==> config.mk <==
export PLATFORM = sky130hd
export DESIGN_NAME = wide_add_sequencer
export DESIGN_NICKNAME = d
export VERILOG_FILES = /design/src/rtl/wide_add_pkg.sv /design/src/rtl/wide_add_sequencer_sumador8.sv /design/src/rtl/wide_add_sequencer.sv
export SDC_FILE = /design/constraint.sdc
export NUM_CORES = 1
export LEC_CHECK = 0
export ABC_AREA = 1
export BUFFER_PORTS_ARGS = -buffer_cell sky130_fd_sc_hd__buf_2
export CORE_MARGIN = 5
export CORE_UTILIZATION = 42
export CTS_BUF_LIST = sky130_fd_sc_hd__clkbuf_4
export CTS_CLUSTER_SIZE = 30
export DETAILED_ROUTE_END_ITERATION = 10
export PLACE_DENSITY = 0.68
export SLEW_MARGIN = 20
export SYNTH_ARGS = -nofsm -noshare
export SYNTH_HDL_FRONTEND = slang
export SYNTH_SLANG_ARGS = --single-unit
==> constraint.sdc <==
create_clock -name clk -period 6.5 [get_ports clk]
set_clock_uncertainty 0.2 [all_clocks]
set_input_delay 1.3 -clock clk [delete_from_list [all_inputs] [get_ports clk]]
set_output_delay 1.3 -clock clk [all_outputs]
set_load 0.03 [all_outputs]
==> src/rtl/wide_add_pkg.sv <==
// Shared definitions for the multi-byte adder sequencer.
//   BYTE_W  : width of one adder slice
//   state_t : controller state encoding (2'd3 is unused and recovers to IDLE)
package wide_add_pkg;

  localparam int BYTE_W = 8;

  typedef enum logic [1:0] {
    IDLE = 2'd0,
    ADD  = 2'd1,
    DONE = 2'd2
  } state_t;

endpackage : wide_add_pkg

==> src/rtl/wide_add_sequencer_sumador8.sv <==
// Sumador8Bits: the existing 8-bit ripple-carry adder, built from a chain of
// full adders.
//   s8_a, s8_b : byte operands
//   s8_cin     : carry into bit 0
//   s8_sum     : byte sum
//   s8_cout    : carry out of bit 7
module Sumador8Bits
  import wide_add_pkg::*;
(
  input  logic [BYTE_W-1:0] s8_a,
  input  logic [BYTE_W-1:0] s8_b,
  input  logic              s8_cin,
  output logic [BYTE_W-1:0] s8_sum,
  output logic              s8_cout
);

  logic [BYTE_W:0] w_c;

  assign w_c[0] = s8_cin;

  for (genvar g = 0; g < BYTE_W; g++) begin : g_fa
    assign s8_sum[g] = s8_a[g] ^ s8_b[g] ^ w_c[g];
    assign w_c[g+1]  = (s8_a[g] & s8_b[g]) | (w_c[g] & (s8_a[g] ^ s8_b[g]));
  end

  assign s8_cout = w_c[BYTE_W];

endmodule : Sumador8Bits

==> src/rtl/wide_add_sequencer.sv <==
// wide_add_sequencer: adds two NBYTES-wide operands one byte per clock, LSB
// first, by time-sharing a single Sumador8Bits with a carry register between
// bytes.
//   clk    : rising-edge clock
//   rst_n  : asynchronous active-low reset (aborts any addition in flight)
//   start  : request an addition, sampled only in IDLE
//   op_a   : operand A, latched when start is accepted
//   op_b   : operand B, latched when start is accepted
//   op_cin : carry into byte 0, latched with the operands
//   busy   : high while bytes are being added
//   done   : one-cycle pulse when sum/cout are valid
//   sum    : result, held until the next accepted start
//   cout   : carry out of the top byte, held with sum
module wide_add_sequencer
  import wide_add_pkg::*;
#(
  parameter  int NBYTES = 4,
  localparam int W      = BYTE_W * NBYTES,
  localparam int IDX_W  = (NBYTES > 1) ? $clog2(NBYTES) : 1
) (
  input  logic         clk,
  input  logic         rst_n,
  input  logic         start,
  input  logic [W-1:0] op_a,
  input  logic [W-1:0] op_b,
  input  logic         op_cin,
  output logic         busy,
  output logic         done,
  output logic [W-1:0] sum,
  output logic         cout
);

  state_t            r_state;
  state_t            w_state_nxt;
  logic [IDX_W-1:0]  r_idx;
  logic              r_carry;
  logic [W-1:0]      r_op_a;
  logic [W-1:0]      r_op_b;
  logic [W-1:0]      r_sum;
  logic              r_cout;

  logic [BYTE_W-1:0] w_a_byte;
  logic [BYTE_W-1:0] w_b_byte;
  logic [BYTE_W-1:0] w_s8_sum;
  logic              w_s8_cout;
  logic              w_last;

  assign w_last = (r_idx == IDX_W'(NBYTES - 1));

  // Byte-select muxes onto the shared adder
  always_comb begin
    w_a_byte = '0;
    w_b_byte = '0;
    for (int k = 0; k < NBYTES; k++) begin
      if (r_idx == IDX_W'(k)) begin
        w_a_byte = r_op_a[k*BYTE_W +: BYTE_W];
        w_b_byte = r_op_b[k*BYTE_W +: BYTE_W];
      end
    end
  end

  Sumador8Bits u_sumador (
    .s8_a    (w_a_byte),
    .s8_b    (w_b_byte),
    .s8_cin  (r_carry),
    .s8_sum  (w_s8_sum),
    .s8_cout (w_s8_cout)
  );

  // Next-state decode; the unused encoding falls back to IDLE
  always_comb begin
    w_state_nxt = IDLE;
    case (r_state)
      IDLE:    w_state_nxt = start  ? ADD  : IDLE;
      ADD:     w_state_nxt = w_last ? DONE : ADD;
      DONE:    w_state_nxt = IDLE;
      default: w_state_nxt = IDLE;
    endcase
  end

  // State, operand capture, carry chaining and byte write-back
  always_ff @(posedge clk or negedge rst_n) begin
    if (!rst_n) begin
      r_state <= IDLE;
      r_idx   <= '0;
      r_carry <= 1'b0;
      r_op_a  <= '0;
      r_op_b  <= '0;
      r_sum   <= '0;
      r_cout  <= 1'b0;
    end else begin
      r_state <= w_state_nxt;
      case (r_state)
        IDLE: begin
          if (start) begin
            r_op_a  <= op_a;
            r_op_b  <= op_b;
            r_carry <= op_cin;
            r_idx   <= '0;
            r_sum   <= '0;
            r_cout  <= 1'b0;
          end
        end
        ADD: begin
          for (int k = 0; k < NBYTES; k++) begin
            if (r_idx == IDX_W'(k)) begin
              r_sum[k*BYTE_W +: BYTE_W] <= w_s8_sum;
            end
          end
          r_carry <= w_s8_cout;
          // Index wraps to 0 on the last byte so it never exceeds NBYTES-1
          if (w_last) begin
            r_cout <= w_s8_cout;
            r_idx  <= '0;
          end else begin
            r_idx  <= r_idx + IDX_W'(1);
          end
        end
        default: begin
        end
      endcase
    end
  end

  assign busy = (r_state == ADD);
  assign done = (r_state == DONE);
  assign sum  = r_sum;
  assign cout = r_cout;

endmodule : wide_add_sequencer

* After elaboration in Yosys (flattened, before gate mapping)
Index checks and enable logic that the tools add are counted.
Operators by class: add/subtract/negate cells 1, multiply operators 0, divide/modulo/power cells 0, $lt $le $gt $ge 0, eq/ne operators 10, shift operators 0, muxes and demuxes 25, bitwise operators 40, reduce and logical (&&, ||, !) cells 9
Operators by type and width (count):
- 8-bit two-way mux | 12
- 32-bit one-hot mux with 2 select lines | 1
- 32-bit two-way mux | 1
- 1-bit bitwise AND | 16
- 1-bit bitwise XOR | 16
- 3-bit AND reduction | 4
- 2-bit by 1-bit inequality test with 1-bit output, second input constant | 4
- 1-bit bitwise OR | 8
- 2-bit one-hot mux with 2 select lines | 2
- 2-bit == test, second input constant | 3
- 2-bit two-way mux | 3
- 2-bit by 1-bit == test with 1-bit output, second input constant | 2
- 2-bit zero test | 2
- 1-bit two-way mux | 4
- 1-bit one-hot mux with 2 select lines | 2
- 2-bit AND reduction | 2
- 2-bit by 1-bit adder with 2-bit output, second input constant | 1
- 2-bit inequality test, second input constant | 1
- 2-bit nonzero test | 1
Storage, ports and cells: bits in registers 102, bits in latches 0, RAM bits 0, bits in read-only memories 0, input port bits 68, output and inout port bits 35, logic and storage cells 95, memories 0

* Longest topological paths before layout
depth after elaboration 24, gate-level depth with buffers 22, gate-level depth less buffers 22

* By module
Synthesis repeated with hierarchy kept, for this count alone.
Second synthesis, totals: cell total of the unflattened synthesis 616, area, all modules 4917.2 um^2
Modules (own cells, without submodules):
- wide_add_sequencer | instances 1, cells each 598, area each 4719.5 um^2, sequential area each 2552.4 um^2
- Sumador8Bits | instances 1, cells each 18, area each 197.7 um^2, sequential area each 0.0 um^2

* Worst setup path before layout
Ideal clock, no wire load.
kind register to register, from reg r_idx[0], to reg r_sum[23], in the netlist sum[23], setup time 0.065 ns, arrival time 4.389 ns, required time 6.235 ns, slack 1.846 ns, cell stages (with the launch flop) 22, buffers on the path 2, clock period less this slack 4.654 ns, cell sequence dfrtp_1 inv_1 ha_1 buf_2 clkinv_1 buf_2 nand3_1 a21oi_1 fa_1 fa_1 fa_1 fa_1 fa_1 inv_1 fa_1 fa_1 inv_1 fa_1 inv_1 nor2_1 nand2_1 nand2_1
Between the ends: cells in the longest elaborated chain, start to end 23, elaborated cells on any way between the ends 46, classes of those cells 4 x eq/ne; 10 x mux; 30 x bitwise; 2 x reduce/logical
RTL lines:
- start, declared | RTL line wide_add_sequencer.sv:35 | logic [IDX_W-1:0] r_idx;
- start signal, assigned | RTL line wide_add_sequencer.sv:116 | r_idx <= r_idx + IDX_W'(1);
- 2-bit zero test | RTL line wide_add_sequencer.sv:55 | if (r_idx == IDX_W'(k)) begin
- 8-bit two-way mux (4 in a row) | RTL line wide_add_sequencer.sv:55
- 1-bit bitwise XOR | RTL line wide_add_sequencer_sumador8.sv:23 | assign w_c[g+1] = (s8_a[g] & s8_b[g]) | (w_c[g] & (s8_a[g] ^ s8_b[g]));
- 1-bit bitwise AND | RTL line wide_add_sequencer_sumador8.sv:23
- 1-bit bitwise OR | RTL line wide_add_sequencer_sumador8.sv:23
- 1-bit bitwise AND | RTL line wide_add_sequencer_sumador8.sv:23
- 1-bit bitwise OR | RTL line wide_add_sequencer_sumador8.sv:23
- 1-bit bitwise AND | RTL line wide_add_sequencer_sumador8.sv:23
- (+4 left out)
- 1-bit bitwise OR | RTL line wide_add_sequencer_sumador8.sv:23
- 1-bit bitwise AND | RTL line wide_add_sequencer_sumador8.sv:23
- 1-bit bitwise OR | RTL line wide_add_sequencer_sumador8.sv:23
- 1-bit bitwise AND | RTL line wide_add_sequencer_sumador8.sv:23
- 1-bit bitwise OR | RTL line wide_add_sequencer_sumador8.sv:23
- 1-bit bitwise XOR | RTL line wide_add_sequencer_sumador8.sv:22 | assign s8_sum[g] = s8_a[g] ^ s8_b[g] ^ w_c[g];
- 8-bit two-way mux | RTL line wide_add_sequencer.sv:106 | if (r_idx == IDX_W'(k)) begin
- 32-bit one-hot mux with 2 select lines | RTL line wide_add_sequencer.sv:93 | case (r_state)
- end signal, assigned by index | RTL line wide_add_sequencer.sv:107 | r_sum[k*BYTE_W +: BYTE_W] <= w_s8_sum;
- end, declared | RTL line wide_add_sequencer.sv:39 | logic [W-1:0] r_sum;
Parallel ways exist; a longest one is shown, timed or not. The select of a mux whose other input is x is not followed. A chain may end at the register's enable or synchronous reset.

* Final worst setup path
from reg r_idx[0], to reg r_sum[15], in the netlist sum[15]
The elaborated chain is that of the path after synthesis.

==> reports/qor.csv <==
stage;metric;value;unit
status;status;complete, no violations;
drt;DR vias/cell;4.84;
synth;Yosys reg bits;102;
global_routing;first-pass GRT wire length;19.8;mm
floorplan;Initial Utilization;42.3;%
synth;Net Count, Synth;687;
synth;main combinational cell family by area after synthesis;simple AND/OR/NAND/NOR gates;
global_routing;grt total ovfl;0;
synth;synthesis warning total;0;
finish;final net count;774;
clock_network;CTS Buf Count;9;
global_routing;largest net degree at the start of global routing;76;
synth;Seq/Total Area, Yosys;53.2;%
synth;Syn Inst Count;607;
drt;DRC viols;0;
clock_network;clock slew at reported path FFs;0.15;ns
critical_path;kind of critical path;flop to flop;
synth;Area contributors post-synth;dfrtp_1 (53%), nand2_1 (26%), fa_1 (3.3%);
clock_network;clock buffer depth;2;
synth;Simple-Gate Fraction of Synth Area;31.7;%
global_routing;Total Routing Usage GR;18.8;%
synth;area share of the largest cell type after synthesis;53.2;%
floorplan;# rows;39;
pwr;Overall Power;3180;uW
sta;final worst path period need;5.27;ns
clock_network;Post-CTS Setup Repair Bufs;0;
finish;final core occ;48.3;%
clock_network;# resized after CTS;0;
finish;Area growth syn-to-layout;14.1;%
finish;most frequent cells in the layout;nand2_1 (333), dfrtp_1 (102), buf_2 (101), nor2_1 (30);
place;Final GP Congestion;0.922;
drt;first drt pass iteration count;5;
sta;Final Hold Viols;0;
clock_network;CTS hold repair buffers;0;
critical_path;FF-to-FF path depth;18;
critical_path;CP Data Arrival Time;5.48;ns
floorplan;core area;11300;sq um
critical_path;worst path required time;6.71;ns
finish;diode count;0;
clock_network;clk_lat worst skew;0.46;ns
drt;Antenna Nets Post-Route;0;
clock_network;CTS tree;yes;
floorplan;DIE AREA;13600;sq um
synth;Cell Area, Synth;4790;sq um
critical_path;Critical Path Fanout Max;26;
pwr;VDD IR max;0.240;mV
drt;drt first-iter violations;310;
sta;RSZ-0062 raised after global routing;no;
worst_hold_path;Tightest Hold Check Type;flop to flop;
synth;multiplexer share of the synthesized area;0;%
critical_path;Setup crit start kind;flop;
synth;Synth Area in XOR/XNOR;0;%
finish;commonest non-fill, non-tap cell in the layout;nand2_1;
clock_network;CTS Sinks;102;
sta;fin crit share;81.1;%
synth;Yosys top cell by area;dfrtp_1;
finish;fillers;1137;
critical_path;CP Capture Type;flop;
pwr;leakage;0.00316;uW
floorplan;Die X;117;microns
global_routing;vias in the first global route;3973;
pwr;pwr/cell area;581;nW/um^2
sta;Setup-failing EPs final;0;
run;Max-Cap Viols;0;
clock_network;htree depth;3;
synth;Synth Area in Compound Gates;4.49;%
clock_network;clock tree root driver cell;clkbuf_4;
place;port bufs;102;
drt;WL final;12.3;mm
global_routing;initial antenna violation count;0;
sta;Max Clk Rate;190;MHz
floorplan;Die Span Y;117;microns
finish;layout cells sized above 1;17.8;%
sta;final max-slew violation count;0;
sta;worst-margin pin slew;0.859;ns
sta;setup TNS;0;ns
sta;Max-slew headroom;42.7;%
worst_hold_path;WHS Path Cells;2;
drt;Routed wire per std cell;14.7;microns
synth;Mean Syn Cell Area;7.90;sq um
synth;count of different cell masters after synthesis;21;
synth;Synth Area in Adders;4.39;%
floorplan;# IOs;103;
place;DP HPWL;9.16;mm
drt;routed via count;4067;
## state kept, by name, summed over array words and instances, names as in the netlist
name	flops
r_op_b	32
sum	32
r_carry	1
r_idx	2
cout	1
r_state	2
r_op_a	32
## cells in the mapped netlist
cell	count
nor2_2	2
o21ai_0	13
clkbuf_1	6
nand2_1	333
or2_2	2
inv_1	27
nand4_1	1
buf_2	11
inv_2	1
nand2_2	1
nand3_1	24
dfrtp_1	102
ha_1	4
a21oi_1	27
fa_1	8
buf_1	1
nor2_1	30
buf_4	5
a21boi_0	2
clkinv_1	1
buf_6	6
## worst max-delay path, cell delays in order (launching register included)
cell and delay, ns:
dfrtp_1 0.41, ha_1 0.72, inv_1 0.36, nor2_1 0.17, a21oi_1 0.08, fa_1 0.40
fa_1 0.39, fa_1 0.39, fa_1 0.39, fa_1 0.37, inv_1 0.08, fa_1 0.17
fa_1 0.16, inv_1 0.05, fa_1 0.47, inv_1 0.04, nor2_1 0.23, nand2_1 0.09
nand2_1 0.07
## per-stage QoR
| stage | worst slack (ns) | instances | area (sq um) | hold slack (ns) |
|---|---|---|---|---|
| after global placement | 1.42 | 826 | 5320 | 0.251 |
| after floorplan | 1.85 | 607 | 4790 | 0.241 |
| after CTS | 1.24 | 841 | 5470 | 0.290 |
| after detailed placement | 1.30 | 826 | 5320 | 0.256 |
| after global routing | 0.905 | 841 | 5470 | 0.324 |
| final | 1.23 | 841 | 5470 | 0.290 |
## kinds of logic (layout without fill, tap and decap cells)
kind of cell    count (synthesis)  after routing
simple gates                  393            393
flops                         102            102
buf+inv                        58            149
compound gates                 42             42
fa+ha+maj                      12             12
## layer usage
metal / vias up / track usage (%) / wire length (microns)
met1: 1904 / 27.1 / 5780
met5: - / 0 / 0
met3: 19 / 3.55 / 753
li1: 2025 / - / -
met2: 119 / 28.8 / 5620
met4: 0 / 6.12 / 188
## report_power, final
group / switching, uW / total, uW / internal, uW
registers: 182 / 1110 / 924
logic: 1180 / 1720 / 533
clock network: 205 / 356 / 151
## area by class of cell
type / count / area [sq um] / share of cell area (%)
Sequential cell: 102 / 2550 / 46.7
Clock inverter: 6 / 77.6 / 1.42
Clock buffer: 9 / 67.6 / 1.24
Tap cell: 143 / 179 / 3.27
Timing Repair Buffer: 105 / 536 / 9.79
Inverter: 29 / 110 / 2.01
Multi-Input combinational cell: 447 / 1950 / 35.6
## path summary, 6_finish.rpt
| kind | slack, ns | end | from |
|---|---|---|---|
| hold / removal | 0.29 | sum[19]$_DFFE_PN0P_ | sum[19]$_DFFE_PN0P_ |
| setup reg to reg | 1.23 | sum[15]$_DFFE_PN0P_ | r_idx[0]$_DFFE_PN0P_ |
| max in group asynchronous | 4.36 | r_op_a[11]$_DFFE_PN0P_ | rst_n |
| hold reg to reg | 0.29 | sum[19]$_DFFE_PN0P_ | sum[19]$_DFFE_PN0P_ |
| min in group asynchronous | 0.62 | sum[12]$_DFFE_PN0P_ | rst_n |
| setup / recovery | 1.23 | sum[15]$_DFFE_PN0P_ | r_idx[0]$_DFFE_PN0P_ |
Power figures use the tool's default switching activity.
